==> src/rtl/corr_seq_ctrl_pkg.sv <==
// Shared types and sizing helpers for the lag-correlator frame sequencer.
// Widths derive from M_LAGS / N_BINS with a one-bit floor so single-entry counters still have a port.
package corr_pkg;

    typedef enum logic [2:0] {
        IDLE,
        CLEAR,
        ACCUM,
        REQ,
        EMIT,
        DONE
    } corr_state_e;

    localparam int CORR_N_BINS = 6;
    localparam int CORR_M_LAGS = 3;
    localparam int CORR_DW     = 32;
    localparam int CORR_CW     = 16;

    function automatic int clog2_min1(input int v);
        return (v <= 2) ? 1 : $clog2(v);
    endfunction

    localparam int CORR_LW = clog2_min1(CORR_M_LAGS);
    localparam int CORR_SW = clog2_min1(CORR_N_BINS);

endpackage

==> src/rtl/corr_seq_ctrl_if.sv <==
// Normalizer request/ack and result stream between the sequencer (master) and its datapath (slave).
interface corr_seq_ctrl_if #(
    parameter int DW = 32,
    parameter int CW = 16,
    parameter int LW = 2
);
    logic        [LW-1:0] lag_sel;
    logic signed [DW-1:0] lag_sum;
    logic                 norm_req;
    logic signed [DW-1:0] norm_num;
    logic        [CW-1:0] norm_den;
    logic                 norm_ack;
    logic signed [DW-1:0] norm_quot;
    logic                 out_valid;
    logic                 out_ready;
    logic signed [DW-1:0] out_data;
    logic        [LW-1:0] out_lag;

    modport master (
        output lag_sel, norm_req, norm_num, norm_den, out_valid, out_data, out_lag,
        input  lag_sum, norm_ack, norm_quot, out_ready
    );

    modport slave (
        input  lag_sel, norm_req, norm_num, norm_den, out_valid, out_data, out_lag,
        output lag_sum, norm_ack, norm_quot, out_ready
    );
endinterface

==> src/rtl/corr_seq_ctrl_tc_counter.sv <==
// Up-counter with synchronous clear, wrapping to zero after MAX; tc_o flags cnt_o == MAX.
// Clear has priority over enable.
module corr_tc_counter #(
    parameter int W   = 2,
    parameter int MAX = 3
) (
    input  logic         clk,
    input  logic         rst,
    input  logic         en_i,
    input  logic         clr_i,
    output logic [W-1:0] cnt_o,
    output logic         tc_o
);
    logic [W-1:0] cnt_q;
    logic [W-1:0] cnt_d;

    assign tc_o  = (cnt_q == W'(MAX));
    assign cnt_o = cnt_q;

    always_comb begin
        cnt_d = cnt_q;
        if (clr_i) begin
            cnt_d = '0;
        end else if (en_i) begin
            cnt_d = tc_o ? '0 : cnt_q + 1'b1;
        end
    end

    always_ff @(posedge clk or posedge rst) begin
        if (rst) begin
            cnt_q <= '0;
        end else begin
            cnt_q <= cnt_d;
        end
    end
endmodule

==> src/rtl/corr_seq_ctrl.sv <==
// Frame sequencer: clear/accumulate the MAC chain, then drain lag sums one by one through the shared normalizer.
// Latency: result valid 1 cycle after norm_ack; out_valid held until out_ready. CORR_AUTO_RESTART_EN repeats frames.
module corr_seq_ctrl
    import corr_pkg::*;
#(
    parameter int N_BINS = CORR_N_BINS,
    parameter int M_LAGS = CORR_M_LAGS,
    parameter int DW     = CORR_DW,
    parameter int CW     = CORR_CW
) (
    input  logic             clk,
    input  logic             rst,
    input  logic             start,
    input  logic             abort,
    input  logic             sample_valid,
    output logic             mac_clr,
    output logic             mac_en,
    output logic             busy,
    output logic             frame_done,
    output logic             overrun,
    corr_seq_ctrl_if.master  bus
);
    localparam int LW = clog2_min1(M_LAGS);
    localparam int SW = clog2_min1(N_BINS);

    corr_state_e          state_q;
    logic                 mac_clr_q;
    logic                 norm_req_q;
    logic                 out_valid_q;
    logic signed [DW-1:0] out_data_q;
    logic        [LW-1:0] out_lag_q;
    logic                 busy_q;
    logic                 frame_done_q;
    logic                 overrun_q;

    logic          cnt_clr;
    logic          smp_tc;
    logic [SW-1:0] smp_cnt_unused;
    logic          lag_en;
    logic          lag_tc;
    logic [LW-1:0] lag_cnt;

    assign mac_en  = (state_q == ACCUM) && sample_valid;
    assign cnt_clr = (state_q == CLEAR) || abort;
    assign lag_en  = (state_q == EMIT) && bus.out_ready;

    corr_tc_counter #(.W(SW), .MAX(N_BINS - 1)) u_smp_cnt (
        .clk   (clk),
        .rst   (rst),
        .en_i  (mac_en),
        .clr_i (cnt_clr),
        .cnt_o (smp_cnt_unused),
        .tc_o  (smp_tc)
    );

    corr_tc_counter #(.W(LW), .MAX(M_LAGS - 1)) u_lag_cnt (
        .clk   (clk),
        .rst   (rst),
        .en_i  (lag_en),
        .clr_i (cnt_clr),
        .cnt_o (lag_cnt),
        .tc_o  (lag_tc)
    );

    // Request operands are forced to zero outside REQ so idle outputs stay quiet.
    assign bus.lag_sel   = lag_cnt;
    assign bus.norm_req  = norm_req_q;
    assign bus.norm_num  = norm_req_q ? bus.lag_sum : '0;
    assign bus.norm_den  = norm_req_q ? (CW'(N_BINS) - CW'(lag_cnt)) : '0;
    assign bus.out_valid = out_valid_q;
    assign bus.out_data  = out_data_q;
    assign bus.out_lag   = out_lag_q;
    assign mac_clr       = mac_clr_q;
    assign busy          = busy_q;
    assign frame_done    = frame_done_q;
    assign overrun       = overrun_q;

    always_ff @(posedge clk or posedge rst) begin
        if (rst) begin
            state_q      <= IDLE;
            mac_clr_q    <= 1'b0;
            norm_req_q   <= 1'b0;
            out_valid_q  <= 1'b0;
            out_data_q   <= '0;
            out_lag_q    <= '0;
            busy_q       <= 1'b0;
            frame_done_q <= 1'b0;
            overrun_q    <= 1'b0;
        end else begin
            mac_clr_q    <= 1'b0;
            frame_done_q <= 1'b0;
            if (sample_valid && (state_q inside {CLEAR, REQ, EMIT, DONE})) begin
                overrun_q <= 1'b1;
            end
            if (abort && (state_q != IDLE)) begin
                state_q     <= IDLE;
                norm_req_q  <= 1'b0;
                out_valid_q <= 1'b0;
                busy_q      <= 1'b0;
            end else begin
                case (state_q)
                    IDLE: begin
                        if (start && !abort) begin
                            state_q   <= CLEAR;
                            mac_clr_q <= 1'b1;
                            busy_q    <= 1'b1;
                            overrun_q <= 1'b0;
                        end
                    end
                    CLEAR: state_q <= ACCUM;
                    ACCUM: begin
                        if (sample_valid && smp_tc) begin
                            state_q    <= REQ;
                            norm_req_q <= 1'b1;
                        end
                    end
                    REQ: begin
                        if (bus.norm_ack) begin
                            state_q     <= EMIT;
                            norm_req_q  <= 1'b0;
                            out_valid_q <= 1'b1;
                            out_data_q  <= bus.norm_quot;
                            out_lag_q   <= lag_cnt;
                        end
                    end
                    EMIT: begin
                        if (bus.out_ready) begin
                            out_valid_q <= 1'b0;
                            if (lag_tc) begin
                                state_q      <= DONE;
                                frame_done_q <= 1'b1;
                            end else begin
                                state_q    <= REQ;
                                norm_req_q <= 1'b1;
                            end
                        end
                    end
                    DONE: begin
`ifdef CORR_AUTO_RESTART_EN
                        state_q   <= CLEAR;
                        mac_clr_q <= 1'b1;
                        overrun_q <= 1'b0;
`else
                        state_q <= IDLE;
                        busy_q  <= 1'b0;
`endif
                    end
                    default: begin
                        state_q <= IDLE;
                        busy_q  <= 1'b0;
                    end
                endcase
            end
        end
    end
endmodule
==> src/flat_wrapper.sv <==
// flat-port wrapper written by rule: the top's interface ports become plain ports
module corr_seq_ctrl_flat import corr_pkg::*;
#(
    parameter int N_BINS = CORR_N_BINS,
    parameter int M_LAGS = CORR_M_LAGS,
    parameter int DW     = CORR_DW,
    parameter int CW     = CORR_CW
)
  (clk, rst, start, abort, sample_valid, mac_clr, mac_en, busy, frame_done, overrun, bus_lag_sel, bus_norm_req, bus_norm_num, bus_norm_den, bus_out_valid, bus_out_data, bus_out_lag, bus_lag_sum, bus_norm_ack, bus_norm_quot, bus_out_ready);
  corr_seq_ctrl_if #(.DW(DW), .CW(CW)) bus_i ();
  input  logic clk;
  input  logic rst;
  input  logic start;
  input  logic abort;
  input  logic sample_valid;
  output logic mac_clr;
  output logic mac_en;
  output logic busy;
  output logic frame_done;
  output logic overrun;
  output wire logic [$bits(bus_i.lag_sel)-1:0] bus_lag_sel;
  output wire logic [$bits(bus_i.norm_req)-1:0] bus_norm_req;
  output wire logic [$bits(bus_i.norm_num)-1:0] bus_norm_num;
  output wire logic [$bits(bus_i.norm_den)-1:0] bus_norm_den;
  output wire logic [$bits(bus_i.out_valid)-1:0] bus_out_valid;
  output wire logic [$bits(bus_i.out_data)-1:0] bus_out_data;
  output wire logic [$bits(bus_i.out_lag)-1:0] bus_out_lag;
  input wire logic [$bits(bus_i.lag_sum)-1:0] bus_lag_sum;
  input wire logic [$bits(bus_i.norm_ack)-1:0] bus_norm_ack;
  input wire logic [$bits(bus_i.norm_quot)-1:0] bus_norm_quot;
  input wire logic [$bits(bus_i.out_ready)-1:0] bus_out_ready;
  assign bus_lag_sel = bus_i.lag_sel;
  assign bus_norm_req = bus_i.norm_req;
  assign bus_norm_num = bus_i.norm_num;
  assign bus_norm_den = bus_i.norm_den;
  assign bus_out_valid = bus_i.out_valid;
  assign bus_out_data = bus_i.out_data;
  assign bus_out_lag = bus_i.out_lag;
  assign bus_i.lag_sum = bus_lag_sum;
  assign bus_i.norm_ack = bus_norm_ack;
  assign bus_i.norm_quot = bus_norm_quot;
  assign bus_i.out_ready = bus_out_ready;
  corr_seq_ctrl #(.N_BINS(N_BINS), .M_LAGS(M_LAGS), .DW(DW), .CW(CW)) u_core (.clk(clk), .rst(rst), .start(start), .abort(abort), .sample_valid(sample_valid), .mac_clr(mac_clr), .mac_en(mac_en), .busy(busy), .frame_done(frame_done), .overrun(overrun), .bus(bus_i));
endmodule
==> config.mk <==
export PLATFORM = sky130hd
export DESIGN_NAME = corr_seq_ctrl_flat
export DESIGN_NICKNAME = d
export VERILOG_FILES = /design/src/rtl/corr_seq_ctrl_pkg.sv /design/src/rtl/corr_seq_ctrl_if.sv /design/src/rtl/corr_seq_ctrl_tc_counter.sv /design/src/rtl/corr_seq_ctrl.sv /design/src/flat_wrapper.sv
export SDC_FILE = /design/constraint.sdc
export NUM_CORES = 1
export LEC_CHECK = 0
export ABC_AREA = 1
export CAP_MARGIN = 20
export CORE_MARGIN = 3
export CORE_UTILIZATION = 37
export DETAILED_ROUTE_END_ITERATION = 8
export PLACE_DENSITY = 0.81
export SYNTH_ARGS = -nofsm -noshare
export SYNTH_HDL_FRONTEND = slang
export SYNTH_SLANG_ARGS = --single-unit
==> constraint.sdc <==
create_clock -name clk -period 2.3 [get_ports clk]
set_clock_uncertainty 0.15 [all_clocks]
set_input_delay 0.69 -clock clk [delete_from_list [all_inputs] [get_ports clk]]
set_output_delay 0.69 -clock clk [all_outputs]
set_load 0.02 [all_outputs]
==> impl_metrics.csv <==
group,metric,value,unit
routing,wl,6970,µm
global_route,grt_pass1_vias,2338,
finish,drive_above_1_share,0.137,
timing,fin_crit_sh,0.985,
clocking,cts.path.max_buffers,2,
worst_hold_path,hold_end,"u_core.bus.out_data[23]$_DFFE_PP0P_",
routing,drtPass1Iterations,5,
finish,fillers,543,
clocking,clkSinkCount,48,
critical_path,cp.required,1.46,ns
synthesis,synth-seq-cells,48,
placed_design,dp_cells,573,
critical_path,critPathBufInv,3,
worst_hold_path,min_path_cells,2,
finish,regArea,0.00120,mm²
clocking,htree_levels,2,
timing,rsz0062_at_grt,"false",
critical_path,cp_num_cells,4,
routing,ant_nets,0,
synthesis,ys_types,22,
critical_path,slowest_delay,0.46,ns
critical_path,crit_family,"buffers and inverters",
synthesis,synthAdderAreaFrac,0.0196,
worst_hold_path,min_path_type,"reg -> reg",
critical_path,crit_start,"bus_lag_sum[17]",
global_route,grtUsageTotal,0.164,
routing,drt_iter0_markers,103,
critical_path,arrival,1.42,ns
finish,final_core_util,0.639,
critical_path,rr_startpoint,"u_core.state_q[0]$_DFFE_PP0P_",
synthesis,synth_compound_area_frac,0.0991,
global_route,grt_overflow,0,
global_route,grt_max_degree,49,
run_status,outcome,"complete, no violations",
timing,hold_ws,0.337,ns
clocking,postCtsHoldBufs,0,
clocking,cts_tree,"done",
routing,via_count,2587,
worst_hold_path,min_from,"u_core.bus.out_data[23]$_DFFE_PP0P_",
critical_path,crit_fanout,1,
finish,final-instance-count-excl-fill,580,
synthesis,ys_seq_area_frac,0.471,
synthesis,synthXorXnorAreaFrac,0,
finish,diodes,0,
clocking,clk_latency,0.28,ns
clocking,cts-root-buf,"clkbuf_8",
finish,multiInputGateArea,893,µm²
synthesis,synthMuxAreaShare,0,
synthesis,synth_area,0.00255,mm²
synthesis,synth_ff_type,"dfrtp_1",
placed_design,dpl.hpwl,5710,µm
routing,wire_per_inst,12.0,µm
synthesis,syn_avg_cell_area,7.37,µm²
synthesis,synthTopCellsByArea,"dfrtp_1 (47%), nand2_1 (15%), inv_1 (13%)",
timing,setup_viol,0,
synthesis,synthTopCellsByCount,"nand2_1 (102), inv_1 (88), dfrtp_1 (48)",
pwr,p_leak,0.00240,µW
finish,area_growth_syn_to_layout,62.7,%
critical_path,ff2ff_path_depth,9,
global_route,grt_antenna_before_repair,0,
synthesis,ys_async_sr_fraction,1.00,
critical_path,endpoint_kind,"primary output",
routing,viasPerCell,4.46,
global_route,grt_pass1_wl,10400,µm
placed_design,gp_congestion,0.902,
timing,post-route-min-period,2.26,ns
timing,setup_slack,0.0355,ns
floorplanning,row_count,29,
pwr,power_density,1110,mW/mm²
floorplanning,core,0.00649,mm²
synthesis,synth_top_family_by_area,"simple AND/OR/NAND/NOR gates",
critical_path,r2r-end,"u_core.bus.out_valid$_DFFE_PP0P_",
floorplanning,fp.dieH,89.0,µm
placed_design,io_buffers,148,
run,max_cap_viol_count,0,
clocking,cts.clk_slew.worst_paths,0.08,ns
pwr,vdd_drop_max,0.463,mV
floorplanning,die_x,89.0,µm
synthesis,yosysTopAreaCell,"dfrtp_1",
synthesis,synth_edf_count,0,
synthesis,synth.most_common_cell,"nand2_1",
floorplanning,start_util,0.393,
critical_path,crit_path_cell_trace,"clkdlybuf4s50_1 -> nand2_1 -> inv_1 -> buf_2",
timing,max_freq,442,MHz
synthesis,synth_top_area_frac,0.471,
timing,slew_violations,0,
critical_path,crit_type,"in -> out",
synthesis,synth_warnings,0,
placed_design,dp_slack,-0.504,ns
critical_path,r2r_slack,0.74,ns
critical_path,cp_slowest_cell,"clkdlybuf4s50_1",
finish,layout.nets,578,
routing,drc,0,
synthesis,netlist_instances,346,
floorplanning,die_area,0.00792,mm²
clocking,cts_buffers,5,
timing,hold_viol,0,
critical_path,startpoint_type,"input pin",
synthesis,yosys.area_share.simple,0.212,
floorplanning,top_level_ports,162,
==> per-stage QoR <==
step	TNS, ns	area (µm²)	total power, µW
3_5_place_dp	-12.96	4170	4110
6_report	0	4150	4600
5_1_grt	0	4150	4910
3_3_place_gp	-12.65	4170	4050
2_1_floorplan	0	2590	2740
4_1_cts	-0.0509	4130	4630
==> report_power, final <==
part / internal [µW] / switching (µW)
clock network: 428 / 256
registers: 1170 / 172
logic: 1130 / 1440
total: 2730 / 1870
==> metal layers <==
layer | routed length [µm] | share of wire | up-vias | global-route usage
met3 | 705 | 0.10 | 4 | 0.0479
met5 | 0 | 0 | - | 0
met4 | 31 | 0.0045 | 0 | 0.0406
met1 | 2650 | 0.38 | 1167 | 0.189
met2 | 3580 | 0.51 | 117 | 0.300
li1 | - | - | 1299 | -
==> cells by family (layout without fill, tap and decap cells) <==
logic type	after synthesis	count (layout)
fa+ha+maj	4	4
flops	48	48
other cells	1	13
buf+inv	113	258
simple gates	134	134
compound gates	46	46
==> cell type report <==
cell class / count / share of cell area
Timing Repair Buffer: 163 / 0.361
Sequential cell: 48 / 0.290
Multi-Input combinational cell: 197 / 0.215
Inverter: 88 / 0.0796
Tap cell: 77 / 0.0232
Clock buffer: 5 / 0.0166
Clock inverter: 2 / 0.0145
==> sequential cells by signal (all words and copies together), names as in the netlist <==
| signal | cells |
|---|---|
| u_core.bus.out_data | 32 |
| u_core.state_q | 3 |
| u_core.u_smp_cnt.cnt_o | 3 |
| u_core.bus.out_lag | 2 |
| u_core.u_lag_cnt.cnt_o | 2 |
| u_core.bus.norm_req | 1 |
| u_core.bus.out_valid | 1 |
| u_core.busy | 1 |
| u_core.frame_done | 1 |
| u_core.mac_clr | 1 |
| u_core.overrun | 1 |
==> what timing repair did <==
action	CTS	global route
buffers inserted	0	0
resized for setup	141	13
pin swaps	0	1
endpoints found under the setup margin	37	7
==> worst max path at each step <==
stage | slack, ns | endpoint
detailed placement | -0.50 | mac_en
global placement | -0.48 | mac_en
global route | 0.004 | bus_norm_num[9]
CTS | -0.05 | mac_en
floorplan | 0.25 | bus_norm_den[1]
finish | 0.04 | bus_norm_num[17]
==> worst min-delay path, stage by stage, from the launching register on <==
cell     delay, ns
dfrtp_1       0.35
nand2_1       0.06
o21ai_2       0.05
==> cell usage in the layout, fill, tap and decap left out, types with 2 or more instances in the layout <==
cell             instances
nand3_1                 10
clkbuf_8                 5
bufinv_16                2
buf_12                   4
nand4_1                  2
inv_2                    2
dlymetal6s2s_1           2
o21ai_0                  8
o21ai_2                  4
nor2_2                   2
buf_6                    4
clkdlybuf4s50_1        109
a21oi_1                  3
buf_4                   12
dfrtp_1                 48
nand2_1                102
inv_1                   86
ha_1                     4
conb_1                  13
buf_2                   30
nor2_1                  15
dlygate4sd2_1            2
o21ai_1                 29
Power figures use the tool's default switching activity.
